<file path="config.mk">
export PLATFORM = sky130hd
export DESIGN_NAME = calorie_text_parser
export DESIGN_NICKNAME = d
export VERILOG_FILES = /design/src/rtl/calorie_pkg.sv /design/src/rtl/ascii_dec_acc.sv /design/src/rtl/calorie_text_parser.sv
export SDC_FILE = /design/constraint.sdc
export NUM_CORES = 1
export LEC_CHECK = 0
export ABC_AREA = 1
export BUFFER_PORTS_ARGS = -buffer_cell sky130_fd_sc_hd__buf_2
export CAP_MARGIN = 10
export CORE_MARGIN = 10
export CORE_UTILIZATION = 45
export CTS_CLUSTER_SIZE = 40
export DETAILED_ROUTE_END_ITERATION = 7
export SLEW_MARGIN = 30
export SYNTH_ARGS = -nofsm -noshare
export SYNTH_HDL_FRONTEND = slang
export SYNTH_SLANG_ARGS = --single-unit
</file>
<file path="constraint.sdc">
create_clock -name clk -period 5.6 [get_ports clk]
set_input_delay 0.56 -clock clk [delete_from_list [all_inputs] [get_ports clk]]
set_output_delay 0.56 -clock clk [all_outputs]
set_load 0.03 [all_outputs]
</file>
<file path="src/rtl/calorie_pkg.sv">
// Shared constants and types for the day-01 calorie tracker front end.
// The ASCII byte classes and the parser state encoding live here so the bench can decode state_dbg.
package calorie_pkg;

   localparam int CAL_W = 32;

   localparam logic [7:0] ASCII_0  = 8'h30;
   localparam logic [7:0] ASCII_9  = 8'h39;
   localparam logic [7:0] ASCII_LF = 8'h0A;
   localparam logic [7:0] ASCII_CR = 8'h0D;

   typedef enum logic [2:0] {
      IDLE   = 3'd0,
      NUM    = 3'd1,
      SETTLE = 3'd2,
      STORE  = 3'd3,
      DRAIN  = 3'd4,
      READ   = 3'd5,
      DONE   = 3'd6
   } parser_state_t;

   function automatic logic is_digit(input logic [7:0] b);
      return (b >= ASCII_0) && (b <= ASCII_9);
   endfunction

endpackage

</file>
<file path="src/rtl/ascii_dec_acc.sv">
// Decimal accumulator: decodes an ASCII digit and folds it into acc = acc*10 + d,
// saturating at all-ones and flagging ovf for the cycle in which saturation happens.
module ascii_dec_acc
   import calorie_pkg::*;
#(
   parameter int DATA_W = CAL_W
) (
   input  logic              clk,
   input  logic              rst,
   input  logic              digit_vld,
   input  logic [7:0]        digit,
   input  logic              clear,
   output logic [DATA_W-1:0] acc,
   output logic              ovf
);

   logic [DATA_W-1:0] acc_q;
   logic [DATA_W-1:0] acc_d;
   logic [DATA_W+3:0] next_w;
   logic [3:0]        dig_val;
   logic              dig_ok;

   always_comb begin
      dig_ok  = is_digit(digit);
      dig_val = digit[3:0];
      // acc*10 as (acc<<3)+(acc<<1); four spare bits hold anything up to 10*(2^W-1)+9
      next_w  = {1'b0, acc_q, 3'b000} + {3'b000, acc_q, 1'b0} + {{DATA_W{1'b0}}, dig_val};
      acc_d   = acc_q;
      ovf     = 1'b0;
      if (clear) begin
         acc_d = '0;
      end else if (digit_vld && dig_ok) begin
         if (next_w[DATA_W+3:DATA_W] != 4'd0) begin
            acc_d = '1;
            ovf   = 1'b1;
         end else begin
            acc_d = next_w[DATA_W-1:0];
         end
      end
   end

   always_ff @(posedge clk or posedge rst) begin
      if (rst) begin
         acc_q <= '0;
      end else begin
         acc_q <= acc_d;
      end
   end

   assign acc = acc_q;

endmodule

</file>
<file path="src/rtl/calorie_text_parser.sv">
// ASCII front end of the calorie tracker: turns the puzzle text into food_vld / store_sum /
// read_max strobes, holding off store_sum until the tracker has settled after the last item.
module calorie_text_parser
   import calorie_pkg::*;
#(
   parameter int DATA_W        = CAL_W,
   parameter int SETTLE_CYCLES = 2,
   parameter int GRP_CNT_W     = 16
) (
   input  logic                 clk,
   input  logic                 rst,
   input  logic [7:0]           in_data,
   input  logic                 in_vld,
   output logic                 in_rdy,
   input  logic                 in_last,
   output logic [DATA_W-1:0]    food_calories,
   output logic                 food_vld,
   output logic                 store_sum,
   output logic                 read_max,
   output logic                 done,
   output logic                 parse_err,
   output logic                 ovf_err,
   output logic [GRP_CNT_W-1:0] group_count,
   output parser_state_t        state_dbg
);

   // Input handshake: a byte (with its in_last) transfers on a rising edge where
   // in_vld & in_rdy; in_vld may drop at any time and in_rdy does not depend on in_vld.
   localparam int                SET_W    = $clog2(SETTLE_CYCLES + 2);
   localparam logic [SET_W-1:0]  SETTLE_N = SET_W'(SETTLE_CYCLES);

   parser_state_t         state_q, state_d;
   logic                  last_q, last_d;
   logic                  grp_q, grp_d;
   logic [SET_W-1:0]      cnt_q, cnt_d;
   logic                  in_rdy_q, in_rdy_d;
   logic                  food_vld_q, food_vld_d;
   logic [DATA_W-1:0]     food_cal_q, food_cal_d;
   logic                  store_q, store_d;
   logic                  read_q, read_d;
   logic                  done_q, done_d;
   logic                  perr_q, perr_d;
   logic                  oerr_q, oerr_d;
   logic [GRP_CNT_W-1:0]  gcnt_q, gcnt_d;

   logic                  accept;
   logic                  b_digit;
   logic                  b_lf;
   logic                  b_cr;
   logic                  emit;
   logic                  acc_clear;
   logic                  acc_ovf;
   logic [DATA_W-1:0]     acc;

   ascii_dec_acc #(
      .DATA_W (DATA_W)
   ) u_acc (
      .clk       (clk),
      .rst       (rst),
      .digit_vld (accept),
      .digit     (in_data),
      .clear     (acc_clear),
      .acc       (acc),
      .ovf       (acc_ovf)
   );

   always_comb begin
      accept     = in_vld & in_rdy_q;
      b_digit    = is_digit(in_data);
      b_lf       = (in_data == ASCII_LF);
      b_cr       = (in_data == ASCII_CR);

      state_d    = state_q;
      last_d     = last_q;
      grp_d      = grp_q;
      cnt_d      = cnt_q;
      food_vld_d = 1'b0;
      food_cal_d = food_cal_q;
      store_d    = 1'b0;
      read_d     = 1'b0;
      done_d     = done_q;
      perr_d     = perr_q;
      oerr_d     = oerr_q | acc_ovf;
      gcnt_d     = gcnt_q;
      emit       = 1'b0;
      acc_clear  = 1'b0;

      if (accept && !b_digit && !b_lf && !b_cr) begin
         perr_d = 1'b1;
      end

      unique case (state_q)
         IDLE: begin
            if (accept) begin
               last_d = in_last;
               if (b_digit) begin
                  state_d = NUM;
               end else if (b_lf && grp_q) begin
                  state_d = SETTLE;
               end
            end else if (last_q) begin
               // Final byte left no digits pending: close the group if there is one.
               state_d = grp_q ? SETTLE : DRAIN;
            end
         end
         NUM: begin
            if (accept) begin
               last_d = in_last;
               if (b_lf) begin
                  emit    = 1'b1;
                  state_d = IDLE;
               end
            end else if (last_q) begin
               // End of input with digits pending behaves like a trailing LF.
               emit    = 1'b1;
               state_d = SETTLE;
            end
         end
         SETTLE: begin
            if (cnt_q >= SETTLE_N) begin
               state_d = STORE;
               store_d = 1'b1;
               grp_d   = 1'b0;
               if (gcnt_q != {GRP_CNT_W{1'b1}}) begin
                  gcnt_d = gcnt_q + 1'b1;
               end
            end
         end
         STORE: begin
            state_d = last_q ? DRAIN : IDLE;
         end
         DRAIN: begin
            state_d = READ;
            read_d  = 1'b1;
         end
         READ: begin
            state_d = DONE;
            done_d  = 1'b1;
         end
         DONE: begin
            state_d = DONE;
         end
         default: begin
            state_d = IDLE;
         end
      endcase

      if (emit) begin
         food_vld_d = 1'b1;
         food_cal_d = acc;
         acc_clear  = 1'b1;
         grp_d      = 1'b1;
      end

      // cnt tracks cycles elapsed since the most recent food_vld, saturating at SETTLE_N.
      if (food_vld_d) begin
         cnt_d = '0;
      end else if (cnt_q < SETTLE_N) begin
         cnt_d = cnt_q + 1'b1;
      end

      in_rdy_d = ((state_d == IDLE) || (state_d == NUM)) && !last_d;
   end

   always_ff @(posedge clk or posedge rst) begin
      if (rst) begin
         state_q    <= IDLE;
         last_q     <= 1'b0;
         grp_q      <= 1'b0;
         cnt_q      <= '0;
         in_rdy_q   <= 1'b0;
         food_vld_q <= 1'b0;
         food_cal_q <= '0;
         store_q    <= 1'b0;
         read_q     <= 1'b0;
         done_q     <= 1'b0;
         perr_q     <= 1'b0;
         oerr_q     <= 1'b0;
         gcnt_q     <= '0;
      end else begin
         state_q    <= state_d;
         last_q     <= last_d;
         grp_q      <= grp_d;
         cnt_q      <= cnt_d;
         in_rdy_q   <= in_rdy_d;
         food_vld_q <= food_vld_d;
         food_cal_q <= food_cal_d;
         store_q    <= store_d;
         read_q     <= read_d;
         done_q     <= done_d;
         perr_q     <= perr_d;
         oerr_q     <= oerr_d;
         gcnt_q     <= gcnt_d;
      end
   end

   assign in_rdy        = in_rdy_q;
   assign food_calories = food_cal_q;
   assign food_vld      = food_vld_q;
   assign store_sum     = store_q;
   assign read_max      = read_q;
   assign done          = done_q;
   assign parse_err     = perr_q;
   assign ovf_err       = oerr_q;
   assign group_count   = gcnt_q;
   assign state_dbg     = state_q;

endmodule
</file>
After elaboration in Yosys (flattened, before gate mapping)
Index checks and enable logic that the tools add are counted.
{"block": "totals", "ff_bits": 94, "output_inout_bits": 58, "elab_cells": 89, "in_bits": 12}
{"block": "op_classes", "mux": 32, "n_eq_ne": 10, "n_reduce_logical": 23, "add_sub_neg": 4, "bitwise": 2, "magnitude_cmp": 4}
{"cell": "two-way mux 32 bit", "n": 3}
{"cell": "adder 35 x 33 -> 36 bit", "n": 1}
{"cell": "adder 36 x 4 -> 36 bit", "n": 1}
{"cell": "two-way mux 3 bit", "n": 10}
{"cell": "one-hot mux 3 bit (6 select lines)", "n": 1}
{"cell": "adder 16 x 1 -> 16 bit, second input constant", "n": 1}
{"cell": "equality test 8 x 4 -> 1 bit, second input constant", "n": 2}
{"cell": "two-way mux 1 bit", "n": 16}
{"cell": "!= test 16 bit, second input constant", "n": 1}
{"cell": "equality test 3 bit, second input constant", "n": 3}
{"cell": "greater-or-equal comparator 8 x 6 -> 1 bit, second input constant", "n": 1}
{"cell": "less-or-equal comparator 8 x 6 -> 1 bit, second input constant", "n": 1}
{"cell": "nonzero test 2 bit", "n": 4}
{"cell": "logical AND 1 bit", "n": 7}
{"cell": "equality test 3 x 1 -> 1 bit, second input constant", "n": 2}
{"cell": "equality test 3 x 2 -> 1 bit, second input constant", "n": 2}
{"cell": "logical NOT 3 bit", "n": 2}
{"cell": "logical NOT 1 bit", "n": 4}
{"cell": "two-way mux 2 bit", "n": 2}
{"cell": "nonzero test 4 bit", "n": 1}
{"cell": "OR reduction 2 bit", "n": 2}
{"cell": "AND reduction 3 bit", "n": 1}
{"cell": "adder 2 x 1 -> 2 bit, second input constant", "n": 1}
{"cell": "greater-or-equal comparator 2 bit, second input constant", "n": 1}
{"cell": "5 further kinds", "n": 5}

Logic depth before layout (Yosys ltp)
Gate-level depths: netlist (run 1).
{"block": "logic_depth", "word_depth": 9, "ltp_mapped": 20, "depth_no_buf": 19}

Hierarchy
Synthesis (run 1) repeated with hierarchy kept, for this count alone.
{"block": "unflattened", "cells_unflattened": 977, "hier_area_um2": 7070.5}
{"mod": "ascii_dec_acc", "cells_per_inst": 609, "n_inst": 1, "area_per_inst_um2": 4162.7, "seq_area_each_um2": 800.8}
{"mod": "calorie_text_parser", "cells_per_inst": 368, "n_inst": 1, "area_per_inst_um2": 2907.8, "seq_area_each_um2": 1551.5}

Worst setup path before layout (run 1)
Ideal clock, no wire load.
{"block": "synth_path", "path_kind": "input -> register", "from": "in in_data[3]", "to": "reg u_acc.acc_q[25], in the netlist u_acc.acc[25]", "t_arrival_ns": 2.709, "path_slack_ns": 2.765, "setup_time_ns": 0.126, "path_stages": 18, "required_time_ns": 5.474, "path_buffers": 1, "cell_sequence": "fa_1 inv_1 fa_1 inv_1 nand2_1 nand2_1 nand3_1 nand2_2 nand2_1 nand2_2 nand2_1 nand3_1 nand2_1 nor2_1 nand2_1 nand2_4 buf_6 nand3_1"}
{"block": "synth_via", "elab_chain_len": 6, "word_cells_on_any_way": 15, "cone_classes": "add/sub (1); order compare (2); eq/ne (1); mux (7); reduce/logical (4)"}
{"element": "start, declared", "line_no": "calorie_text_parser.sv:12", "text": "input logic [7:0] in_data,"}
{"element": "parallel branches: the longest is 6 deep, another holds adder 36 x 4 -> 36 bit"}
{"element": "end signal, assigned", "line_no": "ascii_dec_acc.sv:44", "text": "acc_q <= '0;"}
{"element": "end signal, assigned", "line_no": "ascii_dec_acc.sv:46", "text": "acc_q <= acc_d;"}
{"element": "end, declared", "line_no": "ascii_dec_acc.sv:17", "text": "logic [DATA_W-1:0] acc_q;"}
Several ways; the timed one is not identified. The select of a mux whose other input is x is not followed.
A chain may end at the register's enable or synchronous reset.

Worst setup path in the final report (run 1)
{"block": "layout_path", "from": "reg u_acc.acc_q[2], in the netlist u_acc.acc[2]", "to": "reg u_acc.acc_q[25], in the netlist u_acc.acc[25]"}
{"block": "layout_via", "elab_chain_len": 6}
{"element": "adder 35 x 33 -> 36 bit (*)", "line_no": "ascii_dec_acc.sv:27", "text": "next_w = {1'b0, acc_q, 3'b000} + {3'b000, acc_q, 1'b0} + {{DATA_W{1'b0}}, dig_val};"}
{"element": "adder 36 x 4 -> 36 bit (*)", "line_no": "ascii_dec_acc.sv:27"}
{"element": "nonzero test 4 bit", "line_no": "ascii_dec_acc.sv:33", "text": "if (next_w[DATA_W+3:DATA_W] != 4'd0) begin"}
{"element": "two-way mux 32 bit (*)", "line_no": "ascii_dec_acc.sv:33"}
{"element": "two-way mux 32 bit (*)", "line_no": "ascii_dec_acc.sv:32", "text": "end else if (digit_vld && dig_ok) begin"}
{"element": "two-way mux 32 bit (*)", "line_no": "ascii_dec_acc.sv:30", "text": "if (clear) begin"}
Mark *: on every way between the ends. The rest lies on a longest branch, timed or not. The select of a mux whose other input is x is not followed.

==> results.py, run 1 <==
metrics = {
    "pwr": {
        "power_density_mw_per_mm2": 177.3,
        "p_switching_uw": 281.2,
        "ir_drop_v": 0.0001356,
        "seqPwrFrac_pct": 52.5,
        "finalPower_mw": 1.292,
        "p_sw_share_pct": 21.76,
        "power_frac_comb_pct": 1.8,
        "intPower_mw": 1.011,
        "p_leak_nw": 4.363,
        "clkPwrFrac_pct": 45.7,
    },
    "place": {
        "preCtsSetupSlack_ns": 2.198,
        "port-buffer-count": 69,
        "place_hpwl_mm": 12.76,
        "place.gp.congestion": 0.9235,
    },
    "layout": {
        "drive_gt1_share_pct": 11.58,
        "fillCellCount": 1417,
        "area_growth_pct": 12.45,
        "num_antenna_cells": 0,
        "nNetsFinal": 1041,
    },
    "drt": {
        "detail_route.first_pass.iterations": 5,
        "drc": 0,
        "vias_per_cell": 5.024,
        "routed-via-count": 5763,
        "postRouteAntennaNets": 0,
        "dr.first_iter.drc_count": 387,
        "drt-wirelength-per-cell_um": 14.39,
        "wl_mm": 16.50,
    },
    "cts": {
        "cts_inserted_buffers": 9,
        "htreeDepth": 3,
        "cts_setup_buffers": 0,
        "clk_latency_ns": 0.34,
        "ctsRootBufferMaster": "clkbuf_16",
        "cts.sinks": 94,
        "hold_buffers": 0,
        "clk_pin_slew_ns": 0.07,
        "cts_tree": "yes",
        "clk_path_buf_depth": 2,
        "postCtsResizedCells": 0,
    },
    "synthesis": {
        "avgSynthCellArea_um2": 7.261,
        "synthArstFlopShare_pct": 100.0,
        "ys_seq_area_share_pct": 36.28,
        "synthDistinctLibCells": 36,
        "synth_edf_count": 0,
        "ys_seq_elements": 94,
        "syn-num-nets": 972,
        "synth_warnings": 0,
        "synthTopCellsByCount": "320 x nand2_1, 122 x inv_1, 94 x dfrtp_1, 65 x ha_1, 59 x nor2_1",
        "yosys.area.top_type": "dfrtp_1",
        "syn_area_mm2": 0.006484,
        "ys_top_cells_by_area": "dfrtp_1 36%, nand2_1 19%, ha_1 13%",
        "yosysMostFrequentCell": "nand2_1",
        "synth_cells": 893,
        "yosys.area.top_type_share_pct": 36.28,
        "synth_top_flop_cell": "dfrtp_1",
    },
    "sta": {
        "worstMarginPinSlew_ns": 0.7102,
        "setup_tns_ns": 0,
        "fin_skew_ns": 0.009825,
        "finalHoldViolations": 0,
        "max_slew_margin_pct": 52.65,
        "postLayoutSetupSlackWorst_ns": 2.442,
        "fmax_mhz": 316.7,
        "period_share_pct": 56.39,
        "period_minus_slack_ns": 3.158,
        "rsz0062_at_grt": "no",
        "final-setup-viol-count": 0,
        "slew_viol_final": 0,
    },
    "floorplan": {
        "die_area_mm2": 0.01961,
        "core-area_mm2": 0.01399,
        "die_w_um": 140.0,
        "die_y_um": 140.0,
        "pin_count": 70,
        "num_rows": 43,
        "start_util_pct": 46.35,
    },
    "global_routing": {
        "grt_first_pass_wirelength_mm": 28.01,
        "grt_start_max_net_pins": 79,
        "grt_util_all_layers_pct": 17.03,
        "grt_pass1_vias": 5569,
        "use_met1_pct": 24.34,
        "met3_usage_pct": 2.569,
        "overflow": 0,
        "antenna_found_initial": 0,
        "grt-busiest-layer": "met2",
        "grt_use_met2_pct": 26.58,
    },
    "critical_path": {
        "max_stage_delay_ns": 0.53,
        "cp-end-kind": "flip-flop",
        "path_cells": "fa_1 > inv_1 > fa_1 > inv_1 > nand2_1 > nand2_1 > nand3_1 > nand2_1 > nand2_1 > nand2_2 > nand2_1 > nand3_1 > nand2_1 > nor2_1 > nand2_1 > nand2_4 > nand3_1",
        "arrival_ns": 3.35,
        "cp.required_ns": 5.79,
        "crit_top_cell": "nand2_1",
        "cp-start-kind": "flip-flop",
        "worst_path_max_delay_cell": "fa_1",
        "crit_fanout": 33,
        "crit_buf_inv": 2,
        "path_class": "reg2reg",
        "cp_top_family": "simple AND/OR/NAND/NOR gates",
    },
    "run_status": {
        "outcome": "complete, no violations",
    },
    "job": {
        "maxCapViolCount": 0,
    },
    "hold_path": {
        "min_path_type": "in2async",
    },
}
-- power groups by stage --
stage | Clock, mW | Combinational (mW) | Sequential (mW)
finish | 0.590 | 0.0234 | 0.679
global route | 0.632 | 0.0284 | 0.678
CTS | 0.603 | 0.0245 | 0.679
detailed placement | 0 | 0.0247 | 0.692
global placement | 0 | 0.0243 | 0.692
floorplan | 0 | 0.0132 | 0.692
-- kinds of logic after synthesis --
logic type | count (synthesis) | synth area share [%]
compound gates | 83 | 7.159
xor+xnor | 29 | 3.917
fa+ha+maj | 67 | 13.16
buf+inv | 138 | 8.414
flops | 94 | 36.28
simple gates | 482 | 31.07
-- state kept, by name, summed over array words and instances, names as in the netlist, 2 cells and up --
name           count
food_calories     32
u_acc.acc         32
group_count       16
state_dbg          3
cnt_q              2
-- cells in the final DEF, fill, tap and decap left out, types with 3 or more instances in the layout --
| master | count |
|---|---|
| nand2_2 | 7 |
| nand2_1 | 320 |
| dfrtp_1 | 94 |
| o21ai_0 | 22 |
| inv_1 | 121 |
| nand4_1 | 7 |
| or2_2 | 6 |
| o21bai_1 | 6 |
| clkinv_4 | 3 |
| o22ai_1 | 9 |
| buf_2 | 69 |
| nor3_1 | 10 |
| a31oi_1 | 5 |
| a21oi_1 | 34 |
| xnor2_1 | 16 |
| nor3_2 | 3 |
| xor2_1 | 13 |
| ha_1 | 65 |
| nor2_1 | 59 |
| nand3b_1 | 5 |
| clkbuf_16 | 9 |
| nand3_1 | 56 |
-- cell type report --
cell class | instances | area (µm²) | share of cell area [%]
Clock buffer | 12 | 256.5 | 3.518
Clock inverter | 4 | 31.28 | 0.4290
Inverter | 124 | 467.9 | 6.418
Multi-Input combinational cell | 661 | 3586 | 49.18
Sequential cell | 94 | 2352 | 32.26
Tap cell | 180 | 225.2 | 3.089
Timing Repair Buffer | 72 | 371.6 | 5.097
-- stage by stage --
| step | util (%) | hold WS, ns | instance area, µm² | cells |
|---|---|---|---|---|
| 6_report | 52.12 | 0.1390 | 7291 | 1147 |
| 5_1_grt | 52.12 | 0.1518 | 7291 | 1147 |
| 4_1_cts | 52.12 | 0.1415 | 7291 | 1147 |
| 3_5_place_dp | 50.06 | 0.4512 | 7003 | 1131 |
| 3_3_place_gp | 50.04 | 0.4438 | 6999 | 1131 |
| 2_1_floorplan | - | 0.4948 | 6484 | 893 |
-- path summary, 6_finish.rpt --
kind                               from  slack (ns)                 to  cells after the start
min                                 rst        0.14     group_count[5]                      2
min reg2reg                        done        0.46               done                      2
min in group clk                   done        0.46               done                      2
max                        u_acc.acc[2]        2.44      u_acc.acc[25]                     17
max reg2reg                u_acc.acc[2]        2.44      u_acc.acc[25]                     17
max in group asynchronous           rst        4.52  food_calories[29]                      3
-- layer usage --
layer	routed length [µm]	up-vias
li1	-	2980
met1	8368	2658
met2	7223	112
met3	752	13
met4	159	0
met5	0	-
Note: power is estimated with default switching activity, not from simulation.
==> inputs of run 2 (changes only) <==
clock period = 3 ns   (was 5.6 ns; I/O delays follow)
==> results.py, run 2 (same netlist as run 1, synthesis figures left out) <==
metrics = {
    "cts": {
        "clk_pin_slew_ns": 0.07,
        "cts_tree": "yes",
        "cts.sinks": 94,
        "hold_buffers": 0,
        "cts_inserted_buffers": 9,
        "ctsRootBufferMaster": "clkbuf_16",
        "clk_path_buf_depth": 2,
        "clk_latency_ns": 0.34,
        "htreeDepth": 3,
    },
    "critical_path": {
        "crit_buf_inv": 1,
        "regToRegStartpoint": "u_acc.acc[17]",
        "worst_path_max_delay_cell": "dfrtp_1",
        "path_cells": "ha_1 > ha_1 > a21oi_1 > o21bai_1 > a21oi_1 > nor2_1 > nor2_1 > nand2_1 > nor2_1 > nand2_1 > nand2_4 > clkbuf_16 > nand3_1",
        "cp_top_family": "compound AO/OA/AOI/OAI gates",
        "cp.required_ns": 3.23,
        "crit_top_cell": "nor2_1",
        "path_class": "reg2reg",
        "arrival_ns": 3.01,
        "crit_fanout": 10,
        "cp-start-kind": "flip-flop",
        "max_stage_delay_ns": 0.41,
        "startpoint": "u_acc.acc[17]",
        "cp-end-kind": "flip-flop",
    },
    "hold_path": {
        "min_path_type": "in2async",
    },
    "job": {
        "maxCapViolCount": 0,
    },
    "floorplan": {
        "pin_count": 70,
        "die_y_um": 140.0,
        "num_rows": 43,
        "die_area_mm2": 0.01961,
        "die_w_um": 140.0,
        "core-area_mm2": 0.01399,
        "start_util_pct": 46.35,
    },
    "pwr": {
        "power_density_mw_per_mm2": 336.5,
        "clkPwrFrac_pct": 47.8,
        "p_switching_uw": 537.1,
        "finalPower_mw": 2.514,
        "power_frac_comb_pct": 1.8,
        "ir_drop_v": 0.0002615,
        "p_leak_nw": 4.465,
        "seqPwrFrac_pct": 50.4,
        "intPower_mw": 1.977,
        "p_sw_share_pct": 21.36,
    },
    "sta": {
        "finalHoldViolations": 0,
        "postLayoutSetupSlackWorst_ns": 0.2238,
        "fin_skew_ns": 0.009098,
        "fmax_mhz": 360.2,
        "final-setup-viol-count": 0,
        "max_slew_margin_pct": 63.62,
        "slew_viol_final": 0,
        "period_minus_slack_ns": 2.776,
        "period_share_pct": 92.54,
        "worstMarginPinSlew_ns": 0.5457,
        "rsz0062_at_grt": "no",
        "setup_tns_ns": 0,
    },
    "layout": {
        "drive_gt1_share_pct": 13.16,
        "area_growth_pct": 15.26,
        "num_antenna_cells": 0,
        "final_common_cell": "nand2_1",
        "final_cell_mix": "319 x nand2_1, 120 x inv_1, 94 x dfrtp_1, 69 x buf_2, 65 x ha_1",
        "nNetsFinal": 1054,
    },
    "drt": {
        "drc": 0,
        "dr.first_iter.drc_count": 492,
        "vias_per_cell": 4.979,
        "drt-wirelength-per-cell_um": 14.43,
        "routed-via-count": 5776,
        "wl_mm": 16.74,
        "postRouteAntennaNets": 0,
        "detail_route.first_pass.iterations": 5,
    },
    "global_routing": {
        "grt_start_max_net_pins": 52,
        "grt_util_all_layers_pct": 17.05,
        "antenna_found_initial": 0,
        "overflow": 0,
        "grt_pass1_vias": 5481,
        "grt_first_pass_wirelength_mm": 27.99,
    },
    "place": {
        "preCtsSetupSlack_ns": 0.08523,
        "port-buffer-count": 69,
        "place_hpwl_mm": 13.20,
        "place.gp.congestion": 0.9118,
    },
    "run_status": {
        "outcome": "complete, no violations",
    },
}
-- run 2: cell count changes in the layout (fill, tap and decap cells not counted), moves of 2 or more --
cell and delta:
inv_6 +2, buf_4 +10, clkinv_4 -2, buf_12 +3
-- run 2: final cells by class --
cell class / instances / area (µm²)
clock inverters: 5 / 63.81
clock buffers: 11 / 252.7
multi-input cells: 661 / 3591
inverters: 124 / 467.9
repair buffers: 85 / 520.5
fillers: 1405 / 6515
well taps: 180 / 225.2
flip-flops and latches: 94 / 2352
-- run 2: repair_timing --
item                       in CTS  in global routing
resized for setup               0                  3
buffers inserted                0                  2
setup endpoints to repair       0                 33
-- run 2: per-layer routing --
layer  global-route usage (%)  vias to the layer above  wire [µm]
met5                        0                        -          0
met4                    3.859                        0        178
met3                    2.738                       15        743
met2                    25.98                      115       7260
met1                    24.68                     2649       8556
li1                         -                     2997          -
-- run 2: power by group through the flow --
| stage | Clock, mW | Combinational, mW | Sequential, mW |
|---|---|---|---|
| floorplan | 0 | 0.0246 | 1.29 |
| global placement | 0 | 0.0473 | 1.29 |
| detailed placement | 0 | 0.0477 | 1.29 |
| CTS | 1.23 | 0.0479 | 1.27 |
| global route | 1.28 | 0.0535 | 1.27 |
| finish | 1.20 | 0.0453 | 1.27 |
-- run 2: path summary, 6_finish.rpt --
path	endpoint	slack, ns	cells past startpoint
max in group asynchronous	state_dbg[0]	2.34	3
min in group clk	u_acc.acc[0]	0.23	3
min reg2reg	parse_err	0.47	1
max reg2reg	u_acc.acc[29]	0.22	13
max	u_acc.acc[29]	0.22	13
min	group_count[9]	0.01	2
-- run 2: worst register-to-register path, delay by kind of cell (launching register included) --
family | cells | cell delay (ns)
flops | 1 | 0.41
fa+ha+maj | 2 | 0.66
simple gates | 7 | 0.63
buf+inv | 1 | 0.18
compound gates | 3 | 0.78
-- run 2: through the flow --
stage	util (%)	hold WS [ns]	cell area (µm²)	cells
global placement	50.84	0.3933	7112	1141
finish	53.43	0.01025	7473	1160
floorplan	-	0.4332	6484	893
detailed placement	50.84	0.3955	7112	1141
CTS	53.10	0.02968	7428	1157
global route	53.43	0.04420	7473	1160
